File: config.mk
export PLATFORM = sky130hd
export DESIGN_NAME = gc_stream_serializer
export DESIGN_NICKNAME = d
export VERILOG_FILES = /design/src/rtl/gc_stream_pkg.sv /design/src/rtl/gc_dual_write_fifo.sv /design/src/rtl/gc_stream_serializer.sv
export SDC_FILE = /design/constraint.sdc
export NUM_CORES = 2
export LEC_CHECK = 0
export CORE_UTILIZATION = 38
export DETAILED_ROUTE_END_ITERATION = 12
export GPL_ROUTABILITY_DRIVEN = 0
export PLACE_DENSITY_LB_ADDON = 0.05
export SLEW_MARGIN = 0
export SYNTH_ARGS = -nofsm -noshare
export SYNTH_HDL_FRONTEND = slang
export SYNTH_SLANG_ARGS = --single-unit
export TNS_END_PERCENT = 100
File: constraint.sdc
create_clock -name clk -period 9 [get_ports clk]
set_input_delay 0.9 -clock clk [delete_from_list [all_inputs] [get_ports clk]]
set_output_delay 0.9 -clock clk [all_outputs]
set_load 0.02 [all_outputs]
File: src/rtl/gc_stream_pkg.sv
// Shared types and tag encodings for the GarbledCircuit stream serializer.
package gc_stream_pkg;

  localparam int unsigned GC_S = 5;
  localparam int unsigned GC_K = 128;

  typedef enum logic [1:0] {
    LABEL = 2'd0,
    KEY   = 2'd1,
    TABLE = 2'd2,
    MASK  = 2'd3
  } rec_type_t;

  // Record as seen at the default GarbledCircuit widths.
  typedef struct packed {
    rec_type_t         rtype;
    logic              last;
    logic [GC_S-1:0]   index;
    logic [GC_K-1:0]   data;
  } gc_rec_t;

  localparam logic [2:0] TAG_KEY   = 3'b001;
  localparam logic [2:0] TAG_TABLE = 3'b010;
  localparam logic [2:0] TAG_MASK  = 3'b011;

  typedef enum logic [1:0] {
    ST_IDLE   = 2'd0,
    ST_STREAM = 2'd1,
    ST_DRAIN  = 2'd2,
    ST_DONE   = 2'd3
  } state_t;

endpackage

File: src/rtl/gc_dual_write_fifo.sv
// Two-write / one-read FIFO. Lane 0 is stored ahead of lane 1 when both write.
module gc_dual_write_fifo #(
  parameter int unsigned W     = 8,
  parameter int unsigned DEPTH = 16
) (
  input  logic                     clk,
  input  logic                     rst,
  input  logic                     clr,
  input  logic                     we0,
  input  logic [W-1:0]             wd0,
  input  logic                     we1,
  input  logic [W-1:0]             wd1,
  input  logic                     re,
  output logic [W-1:0]             rd,
  output logic [$clog2(DEPTH):0]   count
);

  localparam int unsigned AW = $clog2(DEPTH);
  localparam int unsigned CW = AW + 1;

  logic [W-1:0]  mem [DEPTH];
  logic [AW-1:0] wp;
  logic [AW-1:0] rp;
  logic [AW-1:0] wp_lane1;
  logic          pop;

  // Lane 1 takes the slot after lane 0 only if lane 0 also writes.
  assign wp_lane1 = wp + AW'(we0);
  assign pop      = re && (count != '0);
  assign rd       = mem[rp];

  // Storage array, no reset needed: contents are only observed when count != 0.
  always_ff @(posedge clk) begin
    if (!clr) begin
      if (we0) mem[wp]       <= wd0;
      if (we1) mem[wp_lane1] <= wd1;
    end
  end

  // Pointer and occupancy bookkeeping; pointers wrap modulo DEPTH.
  always_ff @(posedge clk or negedge rst) begin
    if (!rst) begin
      wp    <= '0;
      rp    <= '0;
      count <= '0;
    end else if (clr) begin
      wp    <= '0;
      rp    <= '0;
      count <= '0;
    end else begin
      wp    <= wp + AW'(we0) + AW'(we1);
      rp    <= rp + AW'(pop);
      count <= count + CW'(we0) + CW'(we1) - CW'(pop);
    end
  end

endmodule

File: src/rtl/gc_stream_serializer.sv
// Serializes GarbledCircuit dual-lane output into a single back-pressurable record stream.
module gc_stream_serializer
  import gc_stream_pkg::*;
#(
  parameter int unsigned S     = 5,
  parameter int unsigned K     = 128,
  parameter int unsigned DEPTH = 16
) (
  input  logic          clk,
  input  logic          rst,
  input  logic          start,
  input  logic [2:0]    tag,
  input  logic [S-1:0]  index0,
  input  logic [S-1:0]  index1,
  input  logic [K-1:0]  data0,
  input  logic [K-1:0]  data1,
  output logic          out_valid,
  input  logic          out_ready,
  output logic [1:0]    out_type,
  output logic [S-1:0]  out_index,
  output logic [K-1:0]  out_data,
  output logic          out_last,
  output logic          done,
  output logic          overflow,
  output logic [15:0]   rec_count
);

  localparam int unsigned AW = $clog2(DEPTH);
  localparam int unsigned CW = AW + 1;

  typedef struct packed {
    rec_type_t     rtype;
    logic          last;
    logic [S-1:0]  index;
    logic [K-1:0]  data;
  } rec_t;

  localparam int unsigned RW = $bits(rec_t);

  state_t          state;
  rec_t            rec0;
  rec_t            rec1;
  rec_t            head;
  rec_t            shown;
  logic [RW-1:0]   head_bits;
  logic            req0;
  logic            req1;
  logic            we0;
  logic            we1;
  logic            is_mask;
  logic            drop;
  logic            pop;
  logic [CW-1:0]   count;
  logic [CW-1:0]   free;

  // Tag decode into up to two records; only active while streaming and not restarting.
  always_comb begin
    req0        = 1'b0;
    req1        = 1'b0;
    is_mask     = 1'b0;
    rec0        = '0;
    rec1        = '0;
    rec0.data   = data0;
    rec1.data   = data1;
    rec0.index  = index0;
    rec1.index  = index1;
    if (state == ST_STREAM && !start) begin
      if (tag[2]) begin
        req0       = tag[0];
        req1       = tag[1];
        rec0.rtype = LABEL;
        rec1.rtype = LABEL;
      end else begin
        case (tag)
          TAG_KEY: begin
            req0       = 1'b1;
            req1       = 1'b1;
            rec0.rtype = KEY;
            rec1.rtype = KEY;
            rec0.index = '0;
            rec1.index = S'(1);
          end
          TAG_TABLE: begin
            req0       = 1'b1;
            req1       = 1'b1;
            rec0.rtype = TABLE;
            rec1.rtype = TABLE;
          end
          TAG_MASK: begin
            req0       = 1'b1;
            is_mask    = 1'b1;
            rec0.rtype = MASK;
            rec0.index = '0;
            rec0.last  = 1'b1;
          end
          default: ;
        endcase
      end
    end
  end

  // Capacity check against pre-read occupancy; lane 1 is dropped first.
  always_comb begin
    free = CW'(DEPTH) - count;
    we0  = req0 && (free != '0);
    we1  = req1 && (free >= (req0 ? CW'(2) : CW'(1)));
    drop = (req0 && !we0) || (req1 && !we1);
  end

  assign out_valid = (count != '0);
  assign pop       = out_valid && out_ready && !start;
  assign head      = head_bits;
  assign shown     = out_valid ? head : '0;
  assign out_type  = shown.rtype;
  assign out_index = shown.index;
  assign out_data  = shown.data;
  assign out_last  = shown.last;
  assign done      = (state == ST_DONE);

  gc_dual_write_fifo #(
    .W     (RW),
    .DEPTH (DEPTH)
  ) u_fifo (
    .clk   (clk),
    .rst   (rst),
    .clr   (start),
    .we0   (we0),
    .wd0   (rec0),
    .we1   (we1),
    .wd1   (rec1),
    .re    (pop),
    .rd    (head_bits),
    .count (count)
  );

  // Run-control FSM; start restarts from any state.
  always_ff @(posedge clk or negedge rst) begin
    if (!rst) begin
      state <= ST_IDLE;
    end else if (start) begin
      state <= ST_STREAM;
    end else begin
      case (state)
        ST_STREAM: if (is_mask) state <= ST_DRAIN;
        ST_DRAIN:  if (count == '0 || (count == CW'(1) && pop)) state <= ST_DONE;
        default:   ;
      endcase
    end
  end

  // Sticky overflow flag and saturating handshake counter.
  always_ff @(posedge clk or negedge rst) begin
    if (!rst) begin
      overflow  <= 1'b0;
      rec_count <= '0;
    end else if (start) begin
      overflow  <= 1'b0;
      rec_count <= '0;
    end else begin
      if (drop) overflow <= 1'b1;
      if (pop && rec_count != '1) rec_count <= rec_count + 16'd1;
    end
  end

endmodule

==> load_flow_metrics.sql <==
INSERT INTO impl_metrics (metric_group, metric, value, unit) VALUES
('outcome', 'outcome', 'complete, no violations', ''),
('sta', 'grt_setup_unrepaired', 'no', ''),
('sta', 'maxSlewViolCount', '0', ''),
('detailed_routing', 'avgViaCountPerCell', '5.96', ''),
('critical_path', 'cp_data_required_time', '9.54', 'ns'),
('die', 'ioPinCount', '428', ''),
('sta', 'clock_skew', '0.0330', 'ns'),
('flow_run', 'max-cap-violations', '0', ''),
('cts', 'quantity_of_hold_fixing_buffers_added_after_cts', '0', ''),
('synthesis', 'yosys_warnings', '0', ''),
('placement', 'postPlaceCellArea', '0.126', 'mm2'),
('finish', 'fin_nets', '8940', ''),
('critical_path', 'critPathLaunch', 'u_fifo.count[0]$_DFF_PN0_', ''),
('critical_path', 'critical_path.endpoint_type', 'flop', ''),
('sta', 'timing.final.hold_violations', '0', ''),
('finish', 'seq_area', '0.0660', 'mm2'),
('cts', 'cts-htree-levels', '5', ''),
('detailed_routing', 'num_vias', '77452', ''),
('sta', 'setup_viol', '0', ''),
('synthesis', 'syn_area_per_cell', '13.5', 'um2'),
('power', 'seq_power_share', '40.6', '%'),
('critical_path', 'crit_path_frequent_cell', 'sky130_fd_sc_hd__ha_1', ''),
('detailed_routing', 'wl_final', '453', 'mm'),
('power', 'power', '29.9', 'mW'),
('cts', 'ctsResizeCount', '0', ''),
('finish', 'fraction_of_layout_instances_using_a_drive_strength_above_1', '14.2', '%'),
('sta', 'timing.setup.tns', '0', 'ns'),
('grt', 'grt_first_pass_wirelength', '631', 'mm'),
('power', 'switching_share', '30.1', '%'),
('cts', 'cts_root_buffer', 'sky130_fd_sc_hd__clkbuf_16', ''),
('sta', 'clock.fmax', '153', 'MHz'),
('power', 'power.share.combinational', '24.3', '%'),
('synthesis', 'synth_async_sr_flop_share', '1.45', '%'),
('finish', 'most_used_cells_in_the_layout_excluding_fill_and_tap_cells', 'sky130_fd_sc_hd__nand2_1 (2166), sky130_fd_sc_hd__edfxtp_1 (2160), sky130_fd_sc_hd__mux2i_1 (2147)', ''),
('synthesis', 'mappedNetlistArea', '0.119', 'mm2'),
('synthesis', 'synth_nets', '9124', ''),
('cts', 'cts.reportedPaths.clkPinSlew', '0.06', 'ns'),
('detailed_routing', 'number_of_nets_still_failing_antenna_checks_after_routing', '0', ''),
('worst_hold_path', 'worstHoldPathType', 'input port to asynchronous set/reset pin', ''),
('placement', 'placement.setup.worst_slack', '2.04', 'ns'),
('critical_path', 'worst-endpoint-arrival', '7.07', 'ns'),
('grt', 'grt_pass1_vias', '78579', ''),
('grt', 'sum_of_overflow_across_all_layers_after_global_routing', '0', ''),
('finish', 'post-route-cell-area', '0.134', 'mm2'),
('die', 'fp-row-count', '205', ''),
('grt', 'grt_max_degree', '106', ''),
('critical_path', 'critPathMaxFanout', '42', ''),
('finish', 'layout.cells.most_common', 'sky130_fd_sc_hd__nand2_1', ''),
('sta', 'slew-limit-headroom', '13.1', '%'),
('detailed_routing', 'post-route-drc-count', '0', ''),
('die', 'chipWidth', '562', 'um'),
('detailed_routing', 'detail_route.iter0.violations', '9338', ''),
('sta', 'worst-slew-pin-transition', '1.30', 'ns'),
('finish', 'fillCellCount', '27949', ''),
('finish', 'flow.area_growth_from_synthesis', '13.0', '%'),
('synthesis', 'post_synth_edffs', '2160', ''),
('grt', 'grt_antenna_before_repair', '35', ''),
('critical_path', 'crit_path_cell_trace', 'inv_1 > ha_1 > and2_1 > ha_1 > nand4bb_1 > o21ai_4 > buf_4 > a21oi_1 > buf_4 > ha_1 > ha_1 > nor2b_1 > nand3_4 > nand2_4 > buf_12', ''),
('power', 'power_density', '222', 'mW/mm2'),
('cts', 'cts_tree', 'yes', ''),
('power', 'power.net_switching', '8.98', 'mW'),
('critical_path', 'reg2reg_depth', '15', ''),
('power', 'total_leakage_power', '56.5', 'nW'),
('critical_path', 'criticalPathCategory', 'flop to flop', ''),
('die', 'dieArea', '0.315', 'mm2'),
('cts', 'clock_latency', '0.89', 'ns'),
('critical_path', 'critPathLaunchType', 'flop', ''),
('detailed_routing', 'drt_pass1_iterations', '6', ''),
('critical_path', 'r2r_start', 'u_fifo.count[0]$_DFF_PN0_', ''),
('grt', 'grt.total_usage', '28.2', '%'),
('detailed_routing', 'routed_wire_length_per_instance', '34.9', 'um');
cells in the mapped netlist (all sizes together) (3+ instances only):
cell	instances	area, um2
nand2	2180	8180
edfxtp	2160	64900
mux2i	2147	21500
mux4	680	15300
clkbuf	549	2060
buf	515	2650
and2	146	913
inv	144	541
a21oi	40	200
nand3	39	195
dfrtp	32	801
nor2	28	105
a211oi	22	263
ha	18	225
dfxtp	16	320
nor2b	15	93.8
xnor2	15	131
nand2b	13	81.3
a31oi	12	75.1
o21ai	10	53.8
nand4	5	31.3
nor3	5	25.0
xor2	5	43.8
a211o	4	35.0
a21boi	4	30.0
and4	4	35.0
and3	3	18.8
o22ai	3	18.8
power by group through the flow:
stage / registers, mW / clock network (mW) / logic (mW)
floorplan: 12.3 / 0 / 4.28
detailed placement: 12.4 / 0 / 7.30
finish: 12.1 / 10.5 / 7.26
global placement: 12.3 / 0 / 7.28
CTS: 12.1 / 10.6 / 7.33
global route: 12.2 / 11.0 / 7.59
metrics by stage:
| step | hold slack (ns) | util, % | std cells |
|---|---|---|---|
| 2_1_floorplan | 0.440 | - | 8831 |
| 3_3_place_gp | 0.462 | 40.5 | 12516 |
| 3_5_place_dp | 0.464 | 40.5 | 12516 |
| 4_1_cts | 0.372 | 43.1 | 12979 |
| 5_1_grt | 0.419 | 43.1 | 12983 |
| 6_report | 0.405 | 43.1 | 12992 |
registers in the layout, summed over array words and instances, names as in the netlist:
name and cells:
u_fifo.mem 2176, rec_count 16, u_fifo.count 5, u_fifo.rp 4
u_fifo.wp 4, state 2, overflow 1
cell families (layout without fill, tap and decap cells):
family,after synthesis,count (layout),synth area share (%)
compound gates,101,101,0.610
xor+xnor,20,20,0.147
fa+ha+maj,20,20,0.223
buf+inv,1208,1216,4.42
flops,2208,2208,55.5
mux,2827,2827,30.9
other cells,0,13,0
simple gates,2447,2447,8.20
metal layers:
| layer | up-vias | share of wire, % | global-route usage, % |
|---|---|---|---|
| li1 | 31961 | - | - |
| met1 | 41379 | 44 | 40.9 |
| met2 | 3551 | 46 | 44.6 |
| met3 | 539 | 7.3 | 4.46 |
| met4 | 22 | 2.2 | 6.19 |
| met5 | - | 0.033 | 0 |
final cells by class:
cell class                 count  area share (%)
antenna                       13          0.0242
clock buffer                 348            5.43
clock inverter               115           0.583
inverter                     144           0.419
multi-input combinational   5415            35.8
sequential                  2208            49.1
tap                         4140            3.85
timing repair buffer         609            4.77
worst min path at each step:
stage | from | to | depth (start not counted)
after floorplan | u_fifo.mem[11][133]$_SDFFE_PP0P_ | u_fifo.mem[11][133]$_SDFFE_PP0P_ | 2
after global placement | u_fifo.mem[3][133]$_SDFFE_PP0P_ | u_fifo.mem[3][133]$_SDFFE_PP0P_ | 2
after detailed placement | u_fifo.mem[3][133]$_SDFFE_PP0P_ | u_fifo.mem[3][133]$_SDFFE_PP0P_ | 2
after CTS | rst | rec_count[2]$_DFFE_PN0P_ | 2
after global routing | rst | rec_count[2]$_DFFE_PN0P_ | 2
final | rst | rec_count[2]$_DFFE_PN0P_ | 2
worst max-delay path: cells and delay by family, from the launching register on:
family / cells / cell delay [ns]
simple gates: 5 / 2.93
buf+inv: 4 / 1.21
fa+ha+maj: 4 / 1.16
flops: 1 / 0.45
compound gates: 2 / 0.22
Note: power is estimated with default switching activity, not from simulation.
